===== src/rtl/sir_arb_if.sv =====
// Sir arbiter bundle: two requester command ports, shared response and the Sir master bus.
// master is the arbiter side; slave is the side that issues commands and models the bank.
interface sir_arb_if #(
  parameter int ADDRWIDTH = 8,
  parameter int DATAWIDTH = 32
);
  logic                 Req0Vld;
  logic                 Req0Read;
  logic [ADDRWIDTH-1:0] Req0Addr;
  logic [DATAWIDTH-1:0] Req0Wdat;
  logic                 Req0Rdy;
  logic                 Req0Done;
  logic                 Req1Vld;
  logic                 Req1Read;
  logic [ADDRWIDTH-1:0] Req1Addr;
  logic [DATAWIDTH-1:0] Req1Wdat;
  logic                 Req1Rdy;
  logic                 Req1Done;
  logic [DATAWIDTH-1:0] RspRdat;
  logic                 RspErr;
  logic                 SirSel;
  logic                 SirRead;
  logic [ADDRWIDTH-1:0] SirAddr;
  logic [DATAWIDTH-1:0] SirWdat;
  logic                 SirDack;
  logic [DATAWIDTH-1:0] SirRdat;

  modport master (
    input  Req0Vld, Req0Read, Req0Addr, Req0Wdat,
    input  Req1Vld, Req1Read, Req1Addr, Req1Wdat,
    output Req0Rdy, Req0Done, Req1Rdy, Req1Done,
    output RspRdat, RspErr,
    output SirSel, SirRead, SirAddr, SirWdat,
    input  SirDack, SirRdat
  );

  modport slave (
    output Req0Vld, Req0Read, Req0Addr, Req0Wdat,
    output Req1Vld, Req1Read, Req1Addr, Req1Wdat,
    input  Req0Rdy, Req0Done, Req1Rdy, Req1Done,
    input  RspRdat, RspErr,
    input  SirSel, SirRead, SirAddr, SirWdat,
    output SirDack, SirRdat
  );
endinterface


===== src/rtl/sir_arb.sv =====
// Two-requester round-robin arbiter and Sir bus master: one access at a time,
// ack or timeout completion, then a forced SirSel-low gap so slave ack edges re-arm.
module sir_arb #(
  parameter int ADDRWIDTH  = 8,
  parameter int DATAWIDTH  = 32,
  parameter int TIMEOUT    = 16,
  parameter int GAP_CYCLES = 2
) (
  input  logic      clk,
  input  logic      rst,
  sir_arb_if.master bus
);
  localparam int TW = $clog2(TIMEOUT + 1);
  localparam int GW = $clog2(GAP_CYCLES + 1);
  localparam logic [TW-1:0] TMAX = TW'(TIMEOUT);
  localparam logic [GW-1:0] GMAX = GW'(GAP_CYCLES);

  localparam logic [1:0] IDLE   = 2'd0;
  localparam logic [1:0] ACCESS = 2'd1;
  localparam logic [1:0] GAP    = 2'd2;

  logic [1:0]                 vld, rd, gnt, rdy, done;
  logic [1:0][ADDRWIDTH-1:0]  addr;
  logic [1:0][DATAWIDTH-1:0]  wdat;
  logic                       gsel, ptr, owner;
  logic [1:0]                 state;
  logic [TW-1:0]              tcnt;
  logic [GW-1:0]              gcnt;
  logic                       sel, sir_read, rsp_err;
  logic [ADDRWIDTH-1:0]       sir_addr;
  logic [DATAWIDTH-1:0]       sir_wdat, rsp_rdat;

  assign vld  = {bus.Req1Vld,  bus.Req0Vld};
  assign rd   = {bus.Req1Read, bus.Req0Read};
  assign addr = {bus.Req1Addr, bus.Req0Addr};
  assign wdat = {bus.Req1Wdat, bus.Req0Wdat};

  // ptr names the requester that wins when both are valid
  always_comb begin
    gnt = vld;
    if (&vld) gnt = ptr ? 2'b10 : 2'b01;
  end

  assign gsel = gnt[1];
  assign rdy  = (state == IDLE) ? gnt : 2'b00;

  always_ff @(posedge clk) begin
    if (rst) begin
      state    <= IDLE;
      ptr      <= 1'b0;
      owner    <= 1'b0;
      tcnt     <= '0;
      gcnt     <= '0;
      sel      <= 1'b0;
      sir_read <= 1'b0;
      sir_addr <= '0;
      sir_wdat <= '0;
      done     <= 2'b00;
      rsp_rdat <= '0;
      rsp_err  <= 1'b0;
    end else begin
      done     <= 2'b00;
      rsp_rdat <= '0;
      rsp_err  <= 1'b0;
      case (state)
        IDLE: begin
          if (|rdy) begin
            sel      <= 1'b1;
            sir_read <= rd[gsel];
            sir_addr <= addr[gsel];
            sir_wdat <= wdat[gsel];
            owner    <= gsel;
            ptr      <= ~gsel;
            tcnt     <= TW'(1);
            state    <= ACCESS;
          end
        end
        ACCESS: begin
          // an ack landing on the timeout cycle still completes cleanly
          if (bus.SirDack || tcnt == TMAX) begin
            sel         <= 1'b0;
            sir_read    <= 1'b0;
            sir_addr    <= '0;
            sir_wdat    <= '0;
            done[owner] <= 1'b1;
            rsp_err     <= ~bus.SirDack;
            rsp_rdat    <= (bus.SirDack && sir_read) ? bus.SirRdat : '0;
            gcnt        <= GW'(1);
            state       <= GAP;
          end else begin
            tcnt <= tcnt + 1'b1;
          end
        end
        GAP: begin
          if (gcnt == GMAX) begin
            gcnt  <= '0;
            state <= IDLE;
          end else begin
            gcnt <= gcnt + 1'b1;
          end
        end
        default: state <= IDLE;
      endcase
    end
  end

  assign bus.Req0Rdy  = rdy[0];
  assign bus.Req1Rdy  = rdy[1];
  assign bus.Req0Done = done[0];
  assign bus.Req1Done = done[1];
  assign bus.RspRdat  = rsp_rdat;
  assign bus.RspErr   = rsp_err;
  assign bus.SirSel   = sel;
  assign bus.SirRead  = sir_read;
  assign bus.SirAddr  = sir_addr;
  assign bus.SirWdat  = sir_wdat;
endmodule

===== src/flat_wrapper.sv =====
// flat-port wrapper written by rule: the top's interface ports become plain ports
module sir_arb_flat 
#(
  parameter int ADDRWIDTH  = 8,
  parameter int DATAWIDTH  = 32,
  parameter int TIMEOUT    = 16,
  parameter int GAP_CYCLES = 2
)
  (clk, rst, bus_Req0Vld, bus_Req0Read, bus_Req0Addr, bus_Req0Wdat, bus_Req1Vld, bus_Req1Read, bus_Req1Addr, bus_Req1Wdat, bus_Req0Rdy, bus_Req0Done, bus_Req1Rdy, bus_Req1Done, bus_RspRdat, bus_RspErr, bus_SirSel, bus_SirRead, bus_SirAddr, bus_SirWdat, bus_SirDack, bus_SirRdat);
  sir_arb_if #(.ADDRWIDTH(ADDRWIDTH), .DATAWIDTH(DATAWIDTH)) bus_i ();
  input  logic clk;
  input  logic rst;
  input wire logic [$bits(bus_i.Req0Vld)-1:0] bus_Req0Vld;
  input wire logic [$bits(bus_i.Req0Read)-1:0] bus_Req0Read;
  input wire logic [$bits(bus_i.Req0Addr)-1:0] bus_Req0Addr;
  input wire logic [$bits(bus_i.Req0Wdat)-1:0] bus_Req0Wdat;
  input wire logic [$bits(bus_i.Req1Vld)-1:0] bus_Req1Vld;
  input wire logic [$bits(bus_i.Req1Read)-1:0] bus_Req1Read;
  input wire logic [$bits(bus_i.Req1Addr)-1:0] bus_Req1Addr;
  input wire logic [$bits(bus_i.Req1Wdat)-1:0] bus_Req1Wdat;
  output wire logic [$bits(bus_i.Req0Rdy)-1:0] bus_Req0Rdy;
  output wire logic [$bits(bus_i.Req0Done)-1:0] bus_Req0Done;
  output wire logic [$bits(bus_i.Req1Rdy)-1:0] bus_Req1Rdy;
  output wire logic [$bits(bus_i.Req1Done)-1:0] bus_Req1Done;
  output wire logic [$bits(bus_i.RspRdat)-1:0] bus_RspRdat;
  output wire logic [$bits(bus_i.RspErr)-1:0] bus_RspErr;
  output wire logic [$bits(bus_i.SirSel)-1:0] bus_SirSel;
  output wire logic [$bits(bus_i.SirRead)-1:0] bus_SirRead;
  output wire logic [$bits(bus_i.SirAddr)-1:0] bus_SirAddr;
  output wire logic [$bits(bus_i.SirWdat)-1:0] bus_SirWdat;
  input wire logic [$bits(bus_i.SirDack)-1:0] bus_SirDack;
  input wire logic [$bits(bus_i.SirRdat)-1:0] bus_SirRdat;
  assign bus_i.Req0Vld = bus_Req0Vld;
  assign bus_i.Req0Read = bus_Req0Read;
  assign bus_i.Req0Addr = bus_Req0Addr;
  assign bus_i.Req0Wdat = bus_Req0Wdat;
  assign bus_i.Req1Vld = bus_Req1Vld;
  assign bus_i.Req1Read = bus_Req1Read;
  assign bus_i.Req1Addr = bus_Req1Addr;
  assign bus_i.Req1Wdat = bus_Req1Wdat;
  assign bus_Req0Rdy = bus_i.Req0Rdy;
  assign bus_Req0Done = bus_i.Req0Done;
  assign bus_Req1Rdy = bus_i.Req1Rdy;
  assign bus_Req1Done = bus_i.Req1Done;
  assign bus_RspRdat = bus_i.RspRdat;
  assign bus_RspErr = bus_i.RspErr;
  assign bus_SirSel = bus_i.SirSel;
  assign bus_SirRead = bus_i.SirRead;
  assign bus_SirAddr = bus_i.SirAddr;
  assign bus_SirWdat = bus_i.SirWdat;
  assign bus_i.SirDack = bus_SirDack;
  assign bus_i.SirRdat = bus_SirRdat;
  sir_arb #(.ADDRWIDTH(ADDRWIDTH), .DATAWIDTH(DATAWIDTH), .TIMEOUT(TIMEOUT), .GAP_CYCLES(GAP_CYCLES)) u_core (.clk(clk), .rst(rst), .bus(bus_i));
endmodule

===== config.mk =====
export PLATFORM = sky130hd
export DESIGN_NAME = sir_arb_flat
export DESIGN_NICKNAME = d
export VERILOG_FILES = /design/src/rtl/sir_arb_if.sv /design/src/rtl/sir_arb.sv /design/src/flat_wrapper.sv
export SDC_FILE = /design/constraint.sdc
export NUM_CORES = 1
export LEC_CHECK = 0
export ABC_CLOCK_PERIOD_IN_PS = 2400
export CORE_MARGIN = 1
export CORE_UTILIZATION = 38
export DETAILED_ROUTE_END_ITERATION = 10
export PLACE_DENSITY = 0.81
export SYNTH_ARGS = -nofsm -noshare
export SYNTH_HDL_FRONTEND = slang
export SYNTH_SLANG_ARGS = --single-unit

===== constraint.sdc =====
create_clock -name clk -period 2.4 [get_ports clk]
set_clock_uncertainty 0.15 [all_clocks]
set_input_delay 0.36 -clock clk [delete_from_list [all_inputs] [get_ports clk]]
set_output_delay 0.36 -clock clk [all_outputs]
set_load 0.1 [all_outputs]

### Yosys cells after proc, flatten, opt, wreduce, memory -nomap -nowiden

Index checks and enable logic that the tools add are counted.

* muxes and demuxes: 32
* order comparisons: 3
* bitwise logic cells: 5
* reduce and logical (&&, ||, !) cells: 15
* add/subtract/negate cells: 2
* equal/unequal tests: 8

Operators by type and width (count)
* $mux W32: 4
* $pmux W32 S2: 1
* $mux W8: 4
* $mux W2: 8
* $pmux W8 S2: 1
* $mux W5: 2
* $pmux W5 S2: 1
* $reduce_and A3 Y1: 3
* $mux W1: 6
* $pmux W2 S3: 1
* $reduce_and A2 Y1: 3
* $add A5 B1 Y5 const B: 1
* $eq A5 B5 Y1 const B: 1
* $not A1 Y1: 5
* $eq A2 B2 Y1 const B: 2
* $lt A1 B2 Y1 const B: 2
* $ne A2 B1 Y1 const B: 2
* $ne A2 B2 Y1 const B: 2
* $pmux W1 S2: 2
* $pmux W2 S2: 1
* $reduce_bool A2 Y1: 2
* $reduce_or A4 Y1: 1
* $reduce_or A3 Y1: 1
* $add A2 B1 Y2 const B: 1
* other kinds (7): 8

* register bits: 88
* bits of input ports: 119
* output and inout bits: 79
* word-level logic and storage cells: 77

### Logic depth before layout (Yosys ltp)

Gate-level depths: netlist (run 1).

* depth in word-level cells: 6
* depth in mapped cells: 7
* mapped depth without buffers: 6

### Least setup slack after synthesis (run 1)

OpenSTA, ideal clock, no wires.

* kind: reg-to-output
* start point: register u_core.state[0]
* end point: output bus_Req0Rdy
* data arrival time: 2110 ps
* cell stages (with the launch flop): 5
* path slack: -220 ps
* buffers on the path: 1
* data required time: 1890 ps
* path through: dfxtp_1 -> buf_6 -> nor2_1 -> nand2_1 -> a21oi_1

* longest elaborated chain between the ends: 2

RTL lines
* from (decl): line sir_arb.sv:26 `logic [1:0] state;`
* from (signal assigned): line sir_arb.sv:49 `state <= IDLE;`
* from (signal assigned): line sir_arb.sv:75 `state <= ACCESS;`
* from (signal assigned): line sir_arb.sv:89 `state <= GAP;`
* $logic_not A2 Y1: line sir_arb.sv:45 `assign rdy = (state == IDLE) ? gnt : 2'b00;`
* $mux W2: line sir_arb.sv:45
* to (decl): line flat_wrapper.sv:21 `output wire logic [$bits(bus_i.Req0Rdy)-1:0] bus_Req0Rdy;`

Every way passes these cells.

### Worst setup path after layout (run 1)

* start point: input bus_Req1Vld
* end point: output bus_Req1Rdy

* longest elaborated chain between the ends: 3

RTL lines
* from (decl): line flat_wrapper.sv:17 `input wire logic [$bits(bus_i.Req1Vld)-1:0] bus_Req1Vld;`
* $reduce_and A2 Y1: line sir_arb.sv:41 `if (&vld) gnt = ptr ? 2'b10 : 2'b01;`
* $mux W2 (*): line sir_arb.sv:41
* $mux W2 (*): line sir_arb.sv:45
* to (decl): line flat_wrapper.sv:23 `output wire logic [$bits(bus_i.Req1Rdy)-1:0] bus_Req1Rdy;`

Mark *: on every way between the ends. The rest lies on a longest branch, timed or not.

==> flow_summary.toml, run 1 <==
[global_routing]
globalRouteOverflowTotal = 0
grt_pass1_vias = 2751
grt_pass1_wl_um = 12200
grt_usage_pct = 17.3
grt_max_degree = 43
antenna_found_initial = 0

[floorplanning]
fp.dieW_um = 95.9
die_area_um2 = 9200
initial_core_util_pct = 40.0
core_um2 = 8380
io_pins = 198
rows = 33
dieHeight_um = 95.9

[pwr]
combPwrFrac_pct = 31.5
sequentialPowerShare_pct = 41.8
p_switching_mw = 1.38
irDropWorstVdd_v = 0.000380
switching_share_pct = 35.9
p_per_area_nw_per_um2 = 709
pwr-share-clk_pct = 26.7
power.leakage_nw = 2.40
p_int_mw = 2.46
finalPower_mw = 3.84

[worst_setup_path]
critPathLaunchType = "input port"
cp_slowest_cell = "clkdlybuf4s50_1"
r2r_start = "u_core.tcnt[0]$_SDFFE_PP0P_"
r2r_end = "u_core.bus.SirWdat[19]$_SDFFE_PP0P_"
cp_max_fo = 5
cp-end-kind = "output pin"
worst_ep_required_time_ps = 1890
criticalPathCategory = "in2out"
arrival_ps = 1650
rr_worst_depth = 7
path_cells = "clkdlybuf4s50_1 > o21ai_4 > or2_2 > inv_1 > buf_12"
slowest_delay_ps = 610
r2r_slack_ps = 460

[yosys]
synth-edff-count = 0
synth_top_area_share_pct = 52.6
syn_inst = 288
synth_fp_nets = 409
synth_area_leaders = "dfxtp_1, mux2i_1, o2bb2ai_1, and2_1, o2bb2ai_2"
synth_warnings = 0
ys_async_sr_fraction_pct = 0
ys_seq_area_share_pct = 52.6
avgSynthCellArea_um2 = 11.6
ys_types = 39
synth_top_area_cell = "dfxtp_1"
synth_common_cells = "dfxtp_1, mux2i_1, o2bb2ai_1"
synth_seq_cells = 88
synth-main-ff-cell = "dfxtp_1"
synth.most_common_cell = "dfxtp_1"
netlist_area_um2 = 3350

[route]
avgRoutedWirePerCell_um = 13.8
wl_um = 8150
dr.pass1.iters = 4
vias = 2844
drc_errors = 0
drtAntennaViolNets = 0
vias_per_cell = 4.80
drt_iter0_drc = 49

[place]
place_hpwl_um = 6230
port_buffers = 197
gp_congestion = 0.801

[clock_network]
cts_setup_buffers = 0
clock-sinks = 88
cts-hold-fix-buffers = 0
tritoncts = "done"
clock_latency_ps = 340
numCtsBuffers = 9
cts_root_buf = "clkbuf_8"
post_cts_resize_count = 0
clockBufferDepth = 2
htreeDepth = 3
clk_pin_slew_ps = 90

[sta]
min_period_over_period_pct = 89.9
fmax_mhz = 463
maxSlewViolCount = 0
final.setup.tns_ps = 0
hold_viol_final = 0
rsz0062_at_grt = "false"
fin_crit_ps = 2160
finalSetupViolations = 0
slew_headroom_pct = 65.7
tightest_slew_ps = 511

[final_layout]
syn2layout_area_growth_pct = 61.7
nets = 604
n_antenna_cell = 0
drive_above_1_share_pct = 23.6

[worst_hold_path]
hp-class = "reg2reg"
worstHoldEndpoint = "u_core.done[1]$_SDFF_PP0_"
holdPathStages = 2
hold_start = "u_core.owner$_SDFFE_PP0P_"

[job]
drv_cap = 0

[outcome]
outcome = "finished, final reports clean"
## power by group through the flow
stage / combinational, mW / sequential (mW) / clock [mW]
2_1_floorplan: 0.291 / 2.19 / 0
4_1_cts: 1.22 / 1.61 / 1.07
6_report: 1.21 / 1.61 / 1.02
3_5_place_dp: 1.22 / 1.64 / 0
3_3_place_gp: 1.21 / 1.64 / 0
5_1_grt: 1.26 / 1.62 / 1.13
## final cells by class
type / instances / area, um2
Fill cell: 659 / 2960
Timing Repair Buffer: 202 / 1860
Sequential cell: 88 / 1760
Multi-Input combinational cell: 173 / 1430
Clock buffer: 10 / 138
Tap cell: 105 / 131
Clock inverter: 6 / 67.6
Inverter: 9 / 33.8
## registers in the layout, indices dropped and copies added, names as in the netlist
| signal | flops |
|---|---|
| u_core.bus.RspRdat | 32 |
| u_core.bus.SirWdat | 32 |
| u_core.bus.SirAddr | 8 |
| u_core.tcnt | 5 |
| u_core.done | 2 |
| u_core.gcnt | 2 |
| u_core.state | 2 |
| u_core.bus.RspErr | 1 |
| u_core.bus.SirRead | 1 |
| u_core.bus.SirSel | 1 |
| u_core.owner | 1 |
| u_core.ptr | 1 |
## per-stage QoR
stage	hold WS [ps]	cells	utilization [%]	area (um2)	setup slack [ps]
2_1_floorplan	263	288	-	3350	335
3_3_place_gp	282	577	62.2	5210	258
3_5_place_dp	299	577	62.2	5210	237
4_1_cts	313	593	64.7	5420	245
5_1_grt	326	593	64.7	5420	192
6_report	305	593	64.7	5420	242
## kinds of logic after synthesis
family | after synthesis | share of synthesized area (%)
mux | 41 | 12.2
buf+inv | 27 | 5.23
compound gates | 63 | 16.7
simple gates | 67 | 12.5
fa+ha+maj | 2 | 0.747
flops | 88 | 52.6
## critical path: cells and delay by family
kind / cells / cell delay (ps)
buffers and inverters: 3 / 890
AOI/OAI and AO/OA: 1 / 100
and+or+nand+nor: 1 / 300
## how the worst max path moves through the flow
stage	startpoint	endpoint	slack (ps)	cells after the start
CTS	bus_Req1Vld	bus_Req1Rdy	240	5
global route	u_core.state[0]$_SDFFE_PP0P_	bus_Req1Rdy	190	4
detailed placement	bus_Req0Vld	u_core.bus.SirRead$_SDFFE_PP0P_	240	6
finish	bus_Req1Vld	bus_Req1Rdy	240	5
floorplan	u_core.bus.SirRead$_SDFFE_PP0P_	u_core.bus.RspRdat[10]$_SDFF_PP0_	340	4
global placement	bus_Req1Vld	bus_Req1Rdy	260	5
## layer usage
layer | track usage [%] | vias up | wire length (um)
met4 | 6.59 | 0 | 82
met3 | 7.58 | 9 | 1120
met1 | 18.8 | 1278 | 3200
li1 | - | 1417 | -
met5 | 0 | - | 0
met2 | 29.5 | 140 | 3750
## placed cells by master, fill, tap and decap left out, types with 2 or more instances in the layout
cell type	netlist	final
o2bb2ai_2	7	7
clkbuf_8	0	10
or3_1	3	3
mux2i_1	41	41
clkinvlp_4	0	2
nand3_1	3	3
inv_1	9	9
nor2_1	10	10
and2_1	32	32
buf_12	0	4
dfxtp_1	88	88
ha_1	2	2
clkdlybuf4s50_1	0	118
o21ai_0	4	4
nand2_1	5	5
nor2b_1	3	3
a21oi_1	8	7
buf_4	0	80
o2bb2ai_1	33	33
Note: power is estimated with default switching activity, not from simulation.
==> run 2, diff against run 1 <==
--- a/config.mk
+++ b/config.mk
@@ -5,7 +5,7 @@
 export SDC_FILE = /design/constraint.sdc
 export NUM_CORES = 1
 export LEC_CHECK = 0
-export ABC_CLOCK_PERIOD_IN_PS = 2400
+export CORE_ASPECT_RATIO = 0.8
 export CORE_MARGIN = 1
 export CORE_UTILIZATION = 38
 export DETAILED_ROUTE_END_ITERATION = 10
==> flow_summary.toml, run 2 (synthesized netlist as in run 1, its figures left out) <==
[sta]
holdWs_ps = 294
rsz0062_at_grt = "false"
min_period_over_period_pct = 90.3
fin_crit_ps = 2170
fmax_mhz = 462
slew_headroom_pct = 69.9
tightest_slew_ps = 447
maxSlewViolCount = 0
finalSetupViolations = 0
final.setup.tns_ps = 0
layout_setup_ws_ps = 233
hold_viol_final = 0

[final_layout]
postLayoutCellArea_um2 = 5450
fillers = 696
n_antenna_cell = 0
seq_area_um2 = 1760
drive_above_1_share_pct = 23.8
layout_common_cells = "clkdlybuf4s50_1, dfxtp_1, buf_4"
layout_commonest_cell = "clkdlybuf4s50_1"
final_util_pct = 64.0
syn2layout_area_growth_pct = 62.8
multi_input_area_um2 = 1430
nets = 607

[floorplanning]
io_pins = 198
die_area_um2 = 9200
dieHeight_um = 86.0
initial_core_util_pct = 39.3
fp.dieW_um = 107
rows = 30
core_um2 = 8520

[clock_network]
post_cts_resize_count = 0
cts-hold-fix-buffers = 0
numCtsBuffers = 9
clock_latency_ps = 350
cts_root_buf = "clkbuf_8"
tritoncts = "done"
htreeDepth = 3
clk_pin_slew_ps = 80
cts_setup_buffers = 0
clockBufferDepth = 2
clock-sinks = 88

[job]
drv_cap = 0

[pwr]
power.leakage_nw = 2.41
irDropWorstVdd_v = 0.000461
p_switching_mw = 1.42
p_int_mw = 2.45
combPwrFrac_pct = 31.9
sequentialPowerShare_pct = 41.7
p_per_area_nw_per_um2 = 709
pwr-share-clk_pct = 26.4
switching_share_pct = 36.7

[worst_setup_path]
rr_worst_depth = 7
criticalPathCategory = "in2out"
cp-end-kind = "output pin"
arrival_ps = 1660
worst_ep_required_time_ps = 1890
r2r_slack_ps = 430
critPathLaunchType = "input port"
cp_max_fo = 5
r2r_start = "u_core.tcnt[0]$_SDFFE_PP0P_"
r2r_end = "u_core.bus.SirWdat[24]$_SDFFE_PP0P_"

[route]
drt_iter0_drc = 75
avgRoutedWirePerCell_um = 14.8
dr.pass1.iters = 4
vias_per_cell = 4.74
drtAntennaViolNets = 0
drc_errors = 0
vias = 2860
wl_um = 8910

[worst_hold_path]
hp-class = "reg2reg"
holdPathStages = 1
worstHoldEndpoint = "u_core.done[0]$_SDFF_PP0_"
hold_start = "u_core.owner$_SDFFE_PP0P_"

[global_routing]
grt_pass1_vias = 2847
grt_pass1_wl_um = 13600
globalRouteOverflowTotal = 0
grt_usage_pct = 18.9
grt_max_degree = 34
antenna_found_initial = 0

[place]
port_buffers = 197
pre_cts_ws_ps = 205
placed_cell_area_um2 = 5260
place_hpwl_um = 6870
gp_congestion = 0.786

[outcome]
outcome = "finished, final reports clean"
-- run 2: how the worst max path moves through the flow --
stage	startpoint	to	slack, ps	depth (start not counted)
5_1_grt	bus_Req1Vld	bus_Req1Rdy	170	5
3_5_place_dp	bus_Req1Vld	u_core.bus.SirWdat[10]$_SDFFE_PP0P_	210	6
6_report	bus_Req1Vld	bus_Req1Rdy	230	5
2_1_floorplan	u_core.bus.SirRead$_SDFFE_PP0P_	u_core.bus.RspRdat[10]$_SDFF_PP0_	340	4
4_1_cts	bus_Req1Vld	bus_Req1Rdy	220	5
3_3_place_gp	bus_Req1Vld	bus_Req1Rdy	240	5
-- run 2: worst max-delay path, stage by stage --
cell,delay [ps]
clkdlybuf4s50_1,600
o21ai_4,110
or2_2,300
inv_1,110
buf_12,180
-- run 2: final cells by class --
cell class / count / area share, %
Timing Repair Buffer: 205 / 34.8
Clock buffer: 10 / 2.34
Inverter: 9 / 0.619
Multi-Input combinational cell: 173 / 26.1
Clock inverter: 6 / 1.26
Tap cell: 112 / 2.57
Sequential cell: 88 / 32.3
-- run 2: through the flow --
stage | instances | total power [mW]
after global routing | 603 | 4.01
final | 603 | 3.86
after CTS | 603 | 3.90
after global placement | 587 | 2.86
after floorplan | 288 | 2.48
after detailed placement | 587 | 2.88
-- run 2: routing by layer --
layer	up-vias	global-route usage, %	part of all wire, %
met5	-	0	0
met4	0	6.23	1.2
met3	15	6.69	8.9
met2	126	35.5	52
met1	1292	19.6	38
li1	1427	-	-
-- run 2: power by group through the flow --
stage	clock, mW	combinational [mW]	sequential [mW]
2_1_floorplan	0	0.291	2.19
3_3_place_gp	0	1.22	1.64
3_5_place_dp	0	1.24	1.64
4_1_cts	1.05	1.24	1.61
5_1_grt	1.11	1.28	1.62
6_report	1.02	1.23	1.61
